--- src/rtl/pulse_gen_pkg.sv ---
// Shared types and default widths for the pulse burst generator.
// Imported by pulse_burst_gen and its testbench.
package pulse_gen_pkg;

  localparam int DIV_W_DEF = 26;
  localparam int CNT_W_DEF = 4;

  typedef enum logic [1:0] {
    IDLE = 2'd0,
    RUN  = 2'd1,
    DONE = 2'd2
  } state_t;

endpackage

--- src/rtl/period_divider.sv ---
// Reloading down-counter: ticks when it reaches zero while enabled,
// then reloads from value on the same edge.
module period_divider #(
  parameter int W = 26
) (
  input  logic         clk,
  input  logic         resetn,
  input  logic         load,
  input  logic [W-1:0] value,
  input  logic         enable,
  output logic         tick
);

  logic [W-1:0] cnt_q;

  assign tick = enable && (cnt_q == '0);

  // Count down while enabled; reload on explicit load or at zero.
  always_ff @(posedge clk or negedge resetn) begin
    if (!resetn) begin
      cnt_q <= '0;
    end else if (load) begin
      cnt_q <= value;
    end else if (enable) begin
      if (cnt_q == '0) cnt_q <= value;
      else             cnt_q <= cnt_q - W'(1);
    end
  end

endmodule

--- src/rtl/pulse_burst_gen.sv ---
// Emits a burst of burst_len one-cycle pulses spaced period cycles apart.
// Define PULSE_BURST_GEN_CONT_EN to make burst_len=0 run until stopped.
module pulse_burst_gen
  import pulse_gen_pkg::*;
#(
  parameter int DIV_W = DIV_W_DEF,
  parameter int CNT_W = CNT_W_DEF
) (
  input  logic             clk,
  input  logic             resetn,
  input  logic             start,
  input  logic             stop,
  input  logic [DIV_W-1:0] period,
  input  logic [CNT_W-1:0] burst_len,
  output logic             pulse,
  output logic             busy,
  output logic             done,
  output logic [CNT_W-1:0] pulses_left
);

  state_t           state_q;
  state_t           state_d;
  logic [DIV_W-1:0] period_q;
  logic [DIV_W-1:0] per_src;
  logic [DIV_W-1:0] reload;
  logic [CNT_W-1:0] left_q;
  logic             load;
  logic             div_en;
  logic             tick;

  assign load    = (state_q == IDLE) && start;
  assign div_en  = (state_q == RUN) && !stop;
  assign per_src = load ? period : period_q;
  assign reload  = (per_src == '0) ? '0 : per_src - DIV_W'(1);

  assign pulses_left = left_q;

  period_divider #(
    .W(DIV_W)
  ) u_div (
    .clk   (clk),
    .resetn(resetn),
    .load  (load),
    .value (reload),
    .enable(div_en),
    .tick  (tick)
  );

  // State register.
  always_ff @(posedge clk or negedge resetn) begin
    if (!resetn) state_q <= IDLE;
    else         state_q <= state_d;
  end

  // Next-state: start from IDLE, stop or last pulse ends RUN.
  always_comb begin
    state_d = state_q;
    unique case (state_q)
      IDLE: begin
        if (start) begin
`ifdef PULSE_BURST_GEN_CONT_EN
          state_d = RUN;
`else
          state_d = (burst_len == '0) ? DONE : RUN;
`endif
        end
      end
      RUN: begin
        if (stop)
          state_d = IDLE;
        else if (tick && (left_q == CNT_W'(1)))
          state_d = DONE;
      end
      DONE:    state_d = IDLE;
      default: state_d = IDLE;
    endcase
  end

  // Outputs decoded from state and divider tick.
  always_comb begin
    busy  = (state_q == RUN);
    done  = (state_q == DONE);
    pulse = tick;
  end

  // Latch burst parameters on start; count pulses down, saturating.
  always_ff @(posedge clk or negedge resetn) begin
    if (!resetn) begin
      period_q <= '0;
      left_q   <= '0;
    end else if (load) begin
      period_q <= period;
      left_q   <= burst_len;
    end else if (tick && (left_q != '0)) begin
      left_q   <= left_q - CNT_W'(1);
    end
  end

endmodule

--- config.mk ---
export PLATFORM = sky130hd
export DESIGN_NAME = pulse_burst_gen
export DESIGN_NICKNAME = d
export VERILOG_FILES = /design/src/rtl/pulse_gen_pkg.sv /design/src/rtl/period_divider.sv /design/src/rtl/pulse_burst_gen.sv
export SDC_FILE = /design/constraint.sdc
export NUM_CORES = 1
export LEC_CHECK = 0
export ABC_AREA = 1
export CORE_MARGIN = 2
export CORE_UTILIZATION = 54
export CTS_BUF_LIST = sky130_fd_sc_hd__clkbuf_4
export CTS_CLUSTER_SIZE = 10
export DETAILED_ROUTE_END_ITERATION = 10
export PLACE_DENSITY = 0.89
export SETUP_SLACK_MARGIN = 0.02
export SLEW_MARGIN = 20
export SYNTH_ARGS = -nofsm -noshare
export SYNTH_HDL_FRONTEND = slang
export SYNTH_SLANG_ARGS = --single-unit
export TNS_END_PERCENT = 5
--- constraint.sdc ---
create_clock -name clk -period 2.6 [get_ports clk]
set_clock_uncertainty 0.2 [all_clocks]
set_input_delay 0.39 -clock clk [delete_from_list [all_inputs] [get_ports clk]]
set_output_delay 0.39 -clock clk [all_outputs]
set_load 0.01 [all_outputs]
==> results of run 1 <==
-- timing repair --
action / in CTS / in global routing
cloned: 0 / 0
resized for setup: 8 / 16
pin swaps: 1 / 7
endpoints found under the hold margin: 58 / 0
hold buffers: 1 / 0
setup endpoints to repair: 2 / 26
buffers inserted: 0 / 5
-- worst max-delay path: stages (launching register included) --
cell	delay (ps)
dfrtp_1	400
inv_2	90
ha_4	160
nand3_4	90
nor2_4	120
nand3_2	100
nor3_2	170
nand2_1	100
nor3_2	190
buf_2	160
-- cell families (layout without fill, tap and decap cells) --
kind of cell               count (synthesis)  after routing  synth area share (%)
and+or+nand+nor                          430            430                  42.4
buffers and inverters                    118            241                  11.3
AOI/OAI and AO/OA                         61             61                  7.06
DFF                                       58             58                  32.1
xor gates and xnor gates                  31             31                  6.01
adders and majority gates                  4              4                  1.11
-- metrics by stage --
step                      cell area [µm²]  std cells  util (%)  hold WS, ps
after floorplan                      4520        702         -         -106
after global placement               5580        908      68.3          219
after detailed placement             5580        908      68.3          217
after CTS                            5720        925      69.9          302
after global routing                 5810        930      71.1          334
final                                5810        930      71.1          292
-- final timing paths --
path	start	end	slack, ps	cells after the start
setup / recovery	u_div.cnt_q[1]	pulse	20	9
hold / removal	resetn	state_q[0]	290	3
setup reg to reg	state_q[1]	u_div.cnt_q[18]	60	12
hold reg to reg	period_q[10]	period_q[10]	310	2
max in group asynchronous	resetn	u_div.cnt_q[4]	1620	3
min in group clk	period_q[10]	period_q[10]	310	2
-- layer usage --
layer	vias up	GRT usage, %	part of all wire (%)
li1	2417	-	-
met1	2294	36.7	43
met2	157	53.4	50
met3	28	4.74	4.8
met4	0	9.76	2.5
met5	-	0	0
-- layout make-up --
class                           count  area [µm²]  share of cell area (%)
Multi-Input combinational cell    526        2630                    45.3
Sequential cell                    58        1450                    25.0
Timing Repair Buffer              129        1130                    19.4
Inverter                           96         360                    6.20
Tap cell                          105         131                    2.26
Clock buffer                       12        90.1                    1.55
Clock inverter                      4        18.8                   0.323
-- power groups by stage --
stage / clock network [µW] / registers, µW / logic (µW)
2_1_floorplan: 0 / 1630 / 2220
3_3_place_gp: 0 / 1640 / 3630
3_5_place_dp: 0 / 1660 / 3720
4_1_cts: 584 / 1640 / 3760
5_1_grt: 621 / 1700 / 4320
6_report: 572 / 1660 / 3900
-- cell usage in the layout (no fill, tap or decap), drive strengths merged, types with 3 or more instances in the layout --
cell | synthesis | routed
dfrtp | 58 | 58
nor2 | 95 | 95
ha | 4 | 4
nand3 | 58 | 58
xnor2 | 4 | 4
clkdlybuf4s50 | 0 | 38
a21oi | 19 | 19
nand2 | 236 | 236
clkbuf | 7 | 12
nor3 | 6 | 6
clkinv | 1 | 5
nor4 | 3 | 3
nand3b | 19 | 19
nand4 | 9 | 9
buf | 15 | 90
inv | 95 | 95
o21ai | 38 | 38
xor2 | 27 | 27
-- sequential cells by signal, summed over array words and instances, names as in the netlist, named ones only --
signal	count
u_div.cnt_q	26
pulses_left	4
state_q	2
period_q	25
==> impl_metrics.yaml, run 1 <==
global_route:
  grt_pass1_vias: 4610
  grt_pass1_wl_um: 20900
  grt_overflow_total: 0
  grt_util_all_layers_pct: 29.9
  grt_max_degree: 59
  grt_antenna_before_repair: 0
synthesis:
  syn_area_per_cell_um2: 6.44
  synthTopCellsByCount: "221 x nand2_1, 91 x inv_1, 82 x nor2_1"
  synth_edf_count: 0
  async_reset_ff_share_pct: 100
  synth_area_um2: 4520
  synth.area.top_cells: "dfrtp_1 32%, nand2_1 18%, inv_1 7.6%"
  syn_nets: 740
  yosys_warnings: 0
  ys_types: 35
  ys.flop_type: "dfrtp_1"
  yosysTopAreaCellShare_pct: 32.1
  yosysSeqAreaShare_pct: 32.1
  synth_largest_area_cell: "dfrtp_1"
  synth_cells: 702
  synth.most_common_cell: "nand2_1"
  synth_seq_cells: 58
power_and_ir_drop:
  power_density_nw_per_um2: 1050
  power.internal_uw: 3230
  total_power_uw: 6120
  p_seq_share_pct: 27.0
  cellLeakagePower_uw: 0.00297
  p_sw_uw: 2890
  clkPwrFrac_pct: 9.3
  p_sw_share_pct: 47.2
  max-vdd-ir-drop_uv: 669
  combPwrFrac_pct: 63.6
timing:
  setup_slack_ps: 16.0
  drv_slew: 0
  finalHoldViolations: 0
  period_minus_slack_ps: 2580
  setup_tns_ps: 0
  relSlewSlack_pct: 65.6
  finalSetupViolations: 0
  tightest_slew_ps: 513
  rsz0062_at_grt: "yes"
  fmax_ghz: 0.387
  period_share_pct: 99.4
hold_path:
  min_path_type: "in -> async"
drt:
  via_count: 4896
  drt_pass1_iterations: 6
  wl_per_cell_um: 14.1
  dr.first_iter.drc_count: 383
  vias_per_cell: 5.26
  wl_um: 13100
  ant_nets: 0
  drcViolationCount: 0
clock_tree:
  clk_pin_slew_ps: 110
  ctsRootBufferMaster: "clkbuf_4"
  cts_buffers: 9
  clkSinkCount: 58
  clockBufferDepth: 2
  htreeDepth: 3
  clk_latency_ps: 420
  cts_tree: "yes"
cells_and_area:
  antenna_cells: 0
  fin_nets: 858
  fillers: 676
  drive_gt1_share_pct: 18.9
  areaGrowthSynthToFinish_pct: 28.6
worst_setup_path:
  required_ps: 2010
  arrival_ps: 1990
  critPathKind: "reg -> out"
  worst_setup_path_start_kind: "flop"
  cp_max_fo: 2
  end_kind: "primary output"
floorplanning:
  num_io_pins: 41
  core_um2: 8180
  dieArea_um2: 9120
  die_y_um: 95.5
  dieWidth_um: 95.5
  start_util_pct: 55.3
  rows: 33
placement:
  port_buffers: 40
  dp_hpwl_um: 9820
  gp_congestion: 0.985
  pre_cts_ws_ps: -235
flow_run:
  maxCapViolations: 0
status:
  outcome: "completed"
(Power assumes the default switching activity.)
==> run 2: changes to the inputs <==
--- a/config.mk
+++ b/config.mk
@@ -8,9 +8,9 @@
 export ABC_AREA = 1
 export CORE_MARGIN = 2
-export CORE_UTILIZATION = 54
+export CORE_UTILIZATION = 65
 export CTS_BUF_LIST = sky130_fd_sc_hd__clkbuf_4
 export CTS_CLUSTER_SIZE = 10
 export DETAILED_ROUTE_END_ITERATION = 10
-export PLACE_DENSITY = 0.89
+export PLACE_DENSITY = 0.95
 export SETUP_SLACK_MARGIN = 0.02
 export SLEW_MARGIN = 20
==> constraint.sdc (replaced) <==
create_clock -name clk -period 3 [get_ports clk]
set_clock_uncertainty 0.2 [all_clocks]
set_input_delay 0.3 -clock clk [delete_from_list [all_inputs] [get_ports clk]]
set_output_delay 0.3 -clock clk [all_outputs]
set_load 0.01 [all_outputs]
==> impl_metrics.yaml, run 2 (synthesized netlist as in run 1, its figures left out) <==
drt:
  wl_um: 12100
  ant_nets: 0
  via_count: 4772
  wl_per_cell_um: 14.5
  vias_per_cell: 5.74
  dr.first_iter.drc_count: 486
  drcViolationCount: 0
  drt_pass1_iterations: 8
clock_tree:
  clk_latency_ps: 420
  ctsRootBufferMaster: "clkbuf_4"
  cts_buffers: 9
  clkSinkCount: 58
  clk_pin_slew_ps: 110
  post_cts_buffers: 0
  htreeDepth: 3
  clockBufferDepth: 2
  cts_tree: "yes"
placement:
  dp_hpwl_um: 9210
  port_buffers: 40
  gp_congestion: 1.10
timing:
  period_minus_slack_ps: 2780
  timing.hold.ws_ps: 287
  period_share_pct: 92.8
  fmax_ghz: 0.359
  relSlewSlack_pct: 39.5
  finalSetupViolations: 0
  drv_slew: 0
  finalHoldViolations: 0
  rsz0062_at_grt: "yes"
  tightest_slew_ps: 908
  setup_tns_ps: 0
hold_path:
  min_path_type: "in -> reg"
  hold_depth: 3
  hold_end: "period_q[13]"
  min_from: "period[13]"
floorplanning:
  num_io_pins: 41
  start_util_pct: 66.9
  core_um2: 6760
  rows: 30
  dieWidth_um: 87.4
  dieArea_um2: 7640
  die_y_um: 87.4
worst_setup_path:
  arrival_ps: 2900
  worst_path_max_delay_cell: "dfrtp_1"
  timing.rr.start: "state_q[1]"
  path_common_cell: "nand2_1"
  cp_max_fo: 5
  crit_family: "simple AND/OR/NAND/NOR gates"
  reg2reg_to: "u_div.cnt_q[23]"
  path_buf_inv: 1
  cp_cell_sequence: "nor2_4 -> nand3b_1 -> nand2_1 -> ha_1 -> inv_1 -> nor2_2 -> nand2_1 -> nor2_1 -> nand3_1 -> nand3_1 -> nand2_1 -> nand2_1 -> nand2_1"
  critPathKind: "reg -> reg"
  r2r_slack_ps: 220
  required_ps: 3120
  max_stage_delay_ps: 470
  rr_worst_depth: 13
  end_kind: "flop"
  worst_setup_path_start_kind: "flop"
cells_and_area:
  antenna_cells: 0
  top_register: "u_div.cnt_q"
  fin_nets: 784
  final_cell_mix: "221 x nand2_1, 91 x inv_1, 82 x nor2_1"
  mostFrequentLayoutCell: "nand2_1"
  areaGrowthSynthToFinish_pct: 13.6
  largest_reg_flops: 26
  drive_gt1_share_pct: 9.19
global_route:
  met2_usage_pct: 56.8
  grt_overflow_total: 0
  grt_busiest_layer: "met2"
  grt_pass1_vias: 4387
  use_met3_pct: 5.59
  grt_use_met1_pct: 41.2
  grt_max_degree: 39
  grt_antenna_before_repair: 0
  grt_util_all_layers_pct: 33.6
  grt_pass1_wl_um: 20000
power_and_ir_drop:
  max-vdd-ir-drop_uv: 595
  cellLeakagePower_uw: 0.00260
  power_density_nw_per_um2: 893
status:
  outcome: "completed"
flow_run:
  maxCapViolations: 0
## run 2: changes by cell type in the layout (fill, tap and decap cells not counted), moves of 2 or more
cell | previous run | this run
nor2_1 | 77 | 82
inv_1 | 89 | 91
buf_4 | 82 | 11
nor2_2 | 12 | 8
buf_12 | 5 | 2
clkbuf_4 | 12 | 10
inv_2 | 6 | 4
nand3_1 | 53 | 55
clkinvlp_4 | 0 | 2
## run 2: what timing repair did
item | in CTS | in global routing
setup endpoints to repair | 1 | 2
resized for setup | 3 | 3
pin swaps | 0 | 1
hold endpoints to repair | 36 | 0
hold buffers | 1 | 0
## run 2: cell type report
type,instances,area (µm²)
fill,520,1620
clock inverter,6,33.8
clock buffer,10,75.1
multi-input combinational,526,2580
inverter,96,360
sequential,58,1450
tap,80,100
timing repair buffer,55,538
## run 2: how the worst max path moves through the flow
| stage | startpoint | to | slack [ps] | cells past startpoint |
|---|---|---|---|---|
| global route | u_div.cnt_q[0] | pulse | 10 | 9 |
| floorplan | state_q[1] | u_div.cnt_q[4] | 600 | 16 |
| CTS | u_div.cnt_q[0] | pulse | 120 | 9 |
| detailed placement | start | u_div.cnt_q[23] | 10 | 14 |
| global placement | start | u_div.cnt_q[23] | 150 | 14 |
| finish | state_q[1] | u_div.cnt_q[23] | 220 | 13 |
## run 2: worst reg2reg max path, stage by stage, from the launching register on
cell	delay, ps
dfrtp_1	470
nor2_4	260
nand3b_1	140
nand2_1	170
ha_1	190
inv_1	70
nor2_2	180
nand2_1	150
nor2_1	220
nand3_1	240
nand3_1	200
nand2_1	90
nand2_1	70
nand2_1	50
## run 2: per-layer routing
metal	part of all wire, %	vias up
met4	4.3	0
met1	39	2161
met2	48	267
met5	0	-
li1	-	2286
met3	8.4	58
## run 2: power breakdown
group,switching (µW),internal (µW),total [µW]
clock,313,172,485
combinational,1710,917,2630
sequential,316,1160,1480
## run 2: per-stage QoR
| stage | std cells | power, µW | worst slack (ps) | utilization [%] | instance area (µm²) |
|---|---|---|---|---|---|
| 2_1_floorplan | 702 | 3340 | 597 | - | 4520 |
| 3_3_place_gp | 814 | 3900 | 152 | 73.9 | 5000 |
| 3_5_place_dp | 814 | 4020 | 13.0 | 73.9 | 5000 |
| 4_1_cts | 831 | 4530 | 116 | 75.8 | 5120 |
| 5_1_grt | 831 | 5000 | 11.2 | 76.0 | 5140 |
| 6_report | 831 | 4590 | 217 | 76.0 | 5140 |
==> run 3: changes to the inputs <==
Settings changed: CORE_MARGIN 2 to 1.5.
==> impl_metrics.yaml, run 3 (synthesized netlist as in run 1, its figures left out) <==
status:
  outcome: "completed"
drt:
  wl_um: 12400
  wl_per_cell_um: 15.0
  vias_per_cell: 5.90
  dr.first_iter.drc_count: 713
  drt_pass1_iterations: 6
  ant_nets: 0
  via_count: 4892
  drcViolationCount: 0
power_and_ir_drop:
  p_sw_uw: 2360
  clkPwrFrac_pct: 10.5
  p_sw_share_pct: 51.1
  p_seq_share_pct: 32.2
  combPwrFrac_pct: 57.3
  cellLeakagePower_uw: 0.00260
  max-vdd-ir-drop_uv: 538
  power_density_nw_per_um2: 900
  power.internal_uw: 2260
timing:
  drv_slew: 0
  fmax_ghz: 0.353
  setup_tns_ps: 0
  rsz0062_at_grt: "no"
  period_share_pct: 94.5
  finalSetupViolations: 0
  tightest_slew_ps: 553
  period_minus_slack_ps: 2830
  relSlewSlack_pct: 62.8
  finalHoldViolations: 0
  timing.hold.ws_ps: 197
cells_and_area:
  largest_reg_flops: 26
  regArea_um2: 1450
  mostFrequentLayoutCell: "nand2_1"
  fillers: 493
  antenna_cells: 0
  multi_input_area_um2: 2580
  areaGrowthSynthToFinish_pct: 13.5
  fin_nets: 782
  top_register: "u_div.cnt_q"
  drive_gt1_share_pct: 9.21
  final_cell_mix: "220 x nand2_1, 91 x inv_1, 82 x nor2_1"
worst_setup_path:
  required_ps: 2500
  end_kind: "primary output"
  worst_setup_path_start_kind: "flop"
  arrival_ps: 2330
  critPathKind: "reg -> out"
  cp_max_fo: 4
floorplanning:
  dieArea_um2: 7460
  start_util_pct: 66.9
  core_um2: 6760
  rows: 30
  num_io_pins: 41
  die_y_um: 86.4
  dieWidth_um: 86.4
global_route:
  grt_overflow_total: 0
  grt_max_degree: 42
  grt_util_all_layers_pct: 35.9
  grt_pass1_wl_um: 21200
  grt_antenna_before_repair: 0
  grt_pass1_vias: 4675
placement:
  gp_congestion: 1.10
  port_buffers: 40
  dp_hpwl_um: 9180
clock_tree:
  ctsRootBufferMaster: "clkbuf_4"
  clockBufferDepth: 2
  clkSinkCount: 58
  clk_latency_ps: 420
  cts_buffers: 9
  htreeDepth: 3
  clk_pin_slew_ps: 110
  cts_tree: "yes"
flow_run:
  maxCapViolations: 0
hold_path:
  min_path_type: "in -> async"
run 3: cell count changes in the layout (fill, tap and decap cells not counted):
cell	before	now
nor3_1	4	5
buf_4	11	9
nand3_2	2	3
clkinvlp_4	2	1
clkbuf_4	10	12
nand2_1	221	220
nor3_2	2	1
nand2_2	14	15
clkinv_1	2	1
nand3_1	55	54
run 3: path summary, 6_finish.rpt:
check / from / to / slack, ps / cells after the start
worst min register to register: period_q[10] / period_q[10] / 330 / 2
worst min-delay path: resetn / period_q[16] / 200 / 3
worst max register to register: state_q[0] / u_div.cnt_q[12] / 210 / 13
max in group asynchronous: resetn / u_div.cnt_q[6] / 1970 / 3
worst max-delay path: u_div.cnt_q[0] / pulse / 170 / 9
min in group clk: period[10] / period_q[10] / 290 / 3
run 3: timing repair:
action,CTS,global route
endpoints found under the hold margin,58,0
gates resized for setup,4,4
pin swaps,0,1
buffers inserted,0,1
endpoints found under the setup margin,1,7
hold buffers,1,0
run 3: cell type report:
class,instances,area share (%)
tap,80,1.95
clock buffer,12,1.76
inverter,96,7.10
multi-input combinational,526,50.3
clock inverter,4,0.366
sequential,58,28.3
timing repair buffer,53,10.2
run 3: layer usage:
metal	vias to the layer above	share of wire [%]	track usage, %
met5	-	0	0
met1	2224	38	44.3
met4	0	5.0	19.8
met3	77	9.2	5.90
li1	2274	-	-
met2	317	47	59.8
run 3: critical path: stages (launching register included):
cell           delay, ps
dfrtp_1              410
inv_1                110
ha_1                 210
nand3_2              150
nor2_4               180
nand3_1              140
nor3_1               150
nand2_1              110
nor3_2               160
dlygate4sd2_1        300
run 3: power groups by stage:
stage | clock network [µW] | logic (µW) | registers [µW]
3_5_place_dp | 0 | 2530 | 1480
2_1_floorplan | 0 | 1930 | 1420
3_3_place_gp | 0 | 2420 | 1460
5_1_grt | 522 | 2960 | 1530
4_1_cts | 484 | 2560 | 1470
6_report | 485 | 2640 | 1490
run 3: through the flow:
step | std cells | instance area, µm² | power, µW | worst slack (ps) | utilization (%)
floorplan | 702 | 4520 | 3340 | 597 | -
global placement | 811 | 4970 | 3880 | 190 | 73.6
detailed placement | 811 | 4970 | 4010 | 58.3 | 73.6
CTS | 828 | 5110 | 4510 | 157 | 75.6
global route | 829 | 5130 | 5010 | 38.9 | 75.9
finish | 829 | 5130 | 4620 | 166 | 75.9
